<file path="src/rtl/quotient_bcd_conv.sv">
// Serial double-dabble binary-to-BCD converter for the divider quotient.
// Latency: N cycles from the accept edge to out_valid; next accept no sooner than N+2 cycles.
// Backpressure: the result is held in DONE until out_ready; in_ready is only high in IDLE.
module quotient_bcd_conv #(
    parameter int N      = 6,
    parameter int DIGITS = 2
) (
    input  logic                  clk,
    input  logic                  rst_n,
    input  logic                  in_valid,
    output logic                  in_ready,
    input  logic [N-1:0]          bin,
    output logic                  out_valid,
    input  logic                  out_ready,
    output logic [4*DIGITS-1:0]   bcd,
    output logic                  overflow,
    output logic                  busy
);

    localparam int BW = 4 * DIGITS;
    localparam int CW = $clog2(N + 1);

    typedef enum logic [1:0] {
        IDLE  = 2'd0,
        SHIFT = 2'd1,
        DONE  = 2'd2
    } state_t;

    state_t          state_q, state_d;
    logic [N-1:0]    sr_q, sr_d;
    logic [BW-1:0]   acc_q, acc_d;
    logic [BW-1:0]   acc_adj;
    logic            sticky_q, sticky_d;
    logic [CW-1:0]   cnt_q, cnt_d;
    logic [BW-1:0]   bcd_q, bcd_d;
    logic            ovf_q, ovf_d;

    // Pre-shift correction: any digit of 5 or more would exceed 9 after doubling.
    always_comb begin
        acc_adj = acc_q;
        for (int i = 0; i < DIGITS; i++) begin
            if (acc_q[4*i +: 4] >= 4'd5) begin
                acc_adj[4*i +: 4] = acc_q[4*i +: 4] + 4'd3;
            end
        end
    end

    always_comb begin
        state_d  = state_q;
        sr_d     = sr_q;
        acc_d    = acc_q;
        sticky_d = sticky_q;
        cnt_d    = cnt_q;
        bcd_d    = bcd_q;
        ovf_d    = ovf_q;
        case (state_q)
            IDLE: begin
                if (in_valid) begin
                    sr_d     = bin;
                    acc_d    = '0;
                    sticky_d = 1'b0;
                    cnt_d    = CW'(N);
                    state_d  = SHIFT;
                end
            end
            SHIFT: begin
                // A bit leaving the top digit means the value needs more digits than we keep.
                acc_d    = {acc_adj[BW-2:0], sr_q[N-1]};
                sr_d     = sr_q << 1;
                sticky_d = sticky_q | acc_adj[BW-1];
                cnt_d    = cnt_q - CW'(1);
                if (cnt_q == CW'(1)) begin
                    bcd_d   = acc_d;
                    ovf_d   = sticky_d;
                    state_d = DONE;
                end
            end
            DONE: begin
                if (out_ready) begin
                    state_d = IDLE;
                end
            end
            default: begin
                state_d = IDLE;
            end
        endcase
    end

    always_ff @(posedge clk or negedge rst_n) begin
        if (!rst_n) begin
            state_q  <= IDLE;
            sr_q     <= '0;
            acc_q    <= '0;
            sticky_q <= 1'b0;
            cnt_q    <= '0;
            bcd_q    <= '0;
            ovf_q    <= 1'b0;
        end else begin
            state_q  <= state_d;
            sr_q     <= sr_d;
            acc_q    <= acc_d;
            sticky_q <= sticky_d;
            cnt_q    <= cnt_d;
            bcd_q    <= bcd_d;
            ovf_q    <= ovf_d;
        end
    end

    assign in_ready  = (state_q == IDLE);
    assign busy      = (state_q == SHIFT);
    assign out_valid = (state_q == DONE);
    assign bcd       = bcd_q;
    assign overflow  = ovf_q;

endmodule

</file>
<file path="config.mk">
export PLATFORM = sky130hd
export DESIGN_NAME = quotient_bcd_conv
export DESIGN_NICKNAME = d
export VERILOG_FILES = /design/src/rtl/quotient_bcd_conv.sv
export SDC_FILE = /design/constraint.sdc
export NUM_CORES = 1
export LEC_CHECK = 0
export BUFFER_PORTS_ARGS = -buffer_cell sky130_fd_sc_hd__buf_4
export CORE_MARGIN = 10
export CORE_UTILIZATION = 62
export CTS_BUF_LIST = sky130_fd_sc_hd__clkbuf_4
export CTS_CLUSTER_DIAMETER = 80
export CTS_CLUSTER_SIZE = 25
export DETAILED_ROUTE_END_ITERATION = 10
export GPL_TIMING_DRIVEN = 0
export PLACE_DENSITY = 0.86
export SYNTH_ARGS = -nofsm -noshare
export SYNTH_HDL_FRONTEND = slang
export SYNTH_SLANG_ARGS = --single-unit
</file>
<file path="constraint.sdc">
create_clock -name clk -period 2.5 [get_ports clk]
set_input_delay 0.375 -clock clk [delete_from_list [all_inputs] [get_ports clk]]
set_output_delay 0.375 -clock clk [all_outputs]
set_load 0.005 [all_outputs]
</file>
==> impl_metrics.csv <==
group,metric,value,unit
outcome,status,"completed",
global_route,grt_overflow,0,
sta,grt_setup_unrepaired,"false",
hold_path,hold_depth,2,
hold_path,hold_path.class,"input port to register",
floorplan,dieArea,4640,sq um
synth,async_flop_share,1.00,
route,route.detailed.drc,0,
synth,syn_nets,150,
sta,worst_pin_slew,0.466,ns
power,max-vdd-ir-drop,0.811,mV
sta,finalHoldViolCount,0,
route,final_antenna_net_count,0,
setup_path,rrSetupSlack,0.90,ns
power,p_int,1280,uW
power,p_seq_frac,0.396,
setup_path,worstSetupStartpointType,"register",
synth,syn_area_per_cell,10.7,sq um
sta,clock_skew,0.0106,ns
route,vias_per_cell,5.52,
hold_path,holdPathEnd,"state_q[1]",
finish,nets,179,
floorplan,rows,17,
setup_path,crit_arrival,1.46,ns
global_route,grt_use_total,0.144,
sta,max_freq,546,MHz
global_route,grt_pass1_wl,4970,um
synth,synth_largest_area_cell,"dfrtp_1",
finish,antenna_cells,0,
placed_design,portBuffers,21,
setup_path,ff2ff_path_depth,6,
synth,synth_top_area_frac,0.506,
clocking,h-tree-depth,2,
clocking,clk_pin_slew,0.09,ns
floorplan,num_io_pins,22,
placed_design,place_ws,0.929,ns
setup_path,cp-end-kind,"output port",
synth,synth-edff-count,0,
synth,synth_flop_cell,"dfrtp_1",
setup_path,cpLargestDelayFamily,"buffers and inverters",
sta,slew_headroom,0.689,
sta,drv_slew,0,
power,clock_power_share,0.126,
floorplan,initial_core_util,0.649,
route,drt-wirelength-per-cell,15.4,um
route,drt_pass1_iterations,4,
setup_path,cpMostUsedCell,"buf_4",
clocking,cts.sinks,29,
setup_path,worstPathRequired,2.12,ns
clocking,cts_max_path_buffers,2,
clocking,cts_resized,0,
hold_path,hp-start,"out_ready",
setup_path,r2r-start,"acc_q[0]",
synth,synth.area.top_cells,"dfrtp_1 (51%), o21ai_0 (5.9%), ha_1 (5.2%), a22o_1 (4.3%), nand2_1 (3.4%)",
setup_path,crit_buf_inv,3,
global_route,grt_pass1_vias,1123,
global_route,grt_max_degree,30,
synth,ys_seq_elements,29,
sta,finalSetupViolCount,0,
synth,synthTopCellsByCount,"dfrtp_1 (29), o21ai_0 (17), nand2_1 (13)",
power,p_comb_frac,0.478,
finish,drive_gt1_frac,0.256,
floorplan,fp.dieW,68.1,um
setup_path,critPathKind,"register to output port",
sta,finalSetupTns,0,ns
setup_path,timing.rr.end,"bcd[2]",
clocking,insertion_delay,0.33,ns
synth,syn_area,1440,sq um
setup_path,cp_max_fo,10,
route,num_vias,1059,
synth,yosysMostFrequentCell,"dfrtp_1",
sta,period_share,0.732,
placed_design,gp_congestion,0.774,
clocking,cts_tree,"built",
global_route,antenna_found_initial,0,
route,drtIter0Drc,47,
clocking,clockRootBuffer,"clkbuf_4",
synth,ys_seq_area_frac,0.506,
synth,ys_warn_count,0,
setup_path,slowest_delay,0.39,ns
run,cap_violations,0,
clocking,cts_buffers,5,
setup_path,critPathSlowestCell,"clkbuf_1",
power,power_switching,795,uW
setup_path,crit_chain,"buf_4 > clkbuf_1 > nor2_1 > buf_4",
synth,synthCells,134,
floorplan,core_area,2210,sq um
synth,yosys.cell_types.count,30,
power,p_sw_frac,0.384,
power,p_leak,0.000819,uW
sta,finalWorstSetupSlack,0.669,ns
floorplan,die_y,68.1,um
sta,post-route-min-period,1.83,ns
route,wirelength,2950,um
placed_design,post-dp-hpwl,2230,um
power,power_density,1230,nW/um^2
finish,area_delta_synth_final,17.6,%
clocking,post_cts_buffers,0,
==> per-stage QoR <==
step           cells  power (uW)   util  area, sq um  hold WS (ns)
2_1_floorplan    134        1490      -         1440        0.0794
3_3_place_gp     183        1760  0.736         1630         0.311
3_5_place_dp     183        1830  0.736         1630         0.315
4_1_cts          192        2090  0.763         1690         0.236
5_1_grt          192        2250  0.763         1690         0.253
6_report         192        2070  0.763         1690         0.236
==> cell families after synthesis <==
kind of cell,Yosys count,synth area share
buffers and inverters,15,0.0540
AND/OR/NAND/NOR,31,0.121
AO/OA/AOI/OAI,44,0.196
adder cells (fa/ha/maj),6,0.0523
multiplexers,7,0.0584
XOR/XNOR,2,0.0122
flip-flops,29,0.506
==> what timing repair did <==
item	in CTS	in global routing
hold buffers	1	0
endpoints found under the hold margin	29	0
setup endpoints to repair	0	0
==> state kept, by name, summed over array words and instances, names as in the netlist <==
register / count
bcd: 8
acc_q: 8
overflow: 1
state_q: 2
cnt_q: 3
sr_q: 6
sticky_q: 1
==> area by class of cell <==
type / instances / area, sq um
Multi-Input combinational cell: 90 / 632
Inverter: 10 / 42.5
Fill cell: 147 / 524
Tap cell: 28 / 35.0
Buffer: 5 / 35.0
Clock inverter: 3 / 12.5
Sequential cell: 29 / 726
Timing Repair Buffer: 22 / 168
Clock buffer: 5 / 37.5
==> worst reg2reg max path, stage by stage (launching register included) <==
cell and delay, ns:
dfrtp_1 0.45, inv_1 0.09, ha_1 0.22, nand2b_1 0.11, a21oi_2 0.21, mux2i_1 0.28, mux2_2 0.19
==> metal layers <==
metal,GRT usage,part of all wire
met5,0,0
met4,0.0578,0.011
met3,0.0620,0.070
met2,0.245,0.50
met1,0.155,0.42
==> how the worst max path moves through the flow <==
stage                           to  cells after the start        from  slack [ns]
final                     in_ready                      4  state_q[0]        0.67
after CTS                 in_ready                      4  state_q[0]        0.68
after global routing      in_ready                      4  state_q[0]        0.55
after floorplan             bcd[6]                      5    acc_q[4]        1.09
after global placement      bcd[6]                      6    acc_q[4]        1.03
after detailed placement    bcd[2]                      6    acc_q[0]        0.93
==> placed cells by master, fill, tap and decap left out, drive strengths merged, types with 2 or more instances in the layout <==
cell,synthesis,final
dfrtp,29,29
buf,4,25
o21ai,17,17
nand2,14,14
a21oi,10,10
inv,9,9
a22o,7,7
nand2b,7,7
ha,6,6
clkbuf,1,6
mux2,5,5
nor3b,4,4
a22oi,4,4
clkinv,1,4
nor2,3,3
o22ai,2,2
o21a,2,2
mux2i,2,2
xnor2,2,2
==> power by group through the flow <==
| stage | sequential, uW | combinational, uW | clock [uW] |
|---|---|---|---|
| 2_1_floorplan | 802 | 686 | 0 |
| 3_3_place_gp | 813 | 944 | 0 |
| 3_5_place_dp | 829 | 1000 | 0 |
| 4_1_cts | 820 | 1010 | 268 |
| 5_1_grt | 852 | 1110 | 288 |
| 6_report | 820 | 990 | 260 |
(Power assumes the default switching activity.)
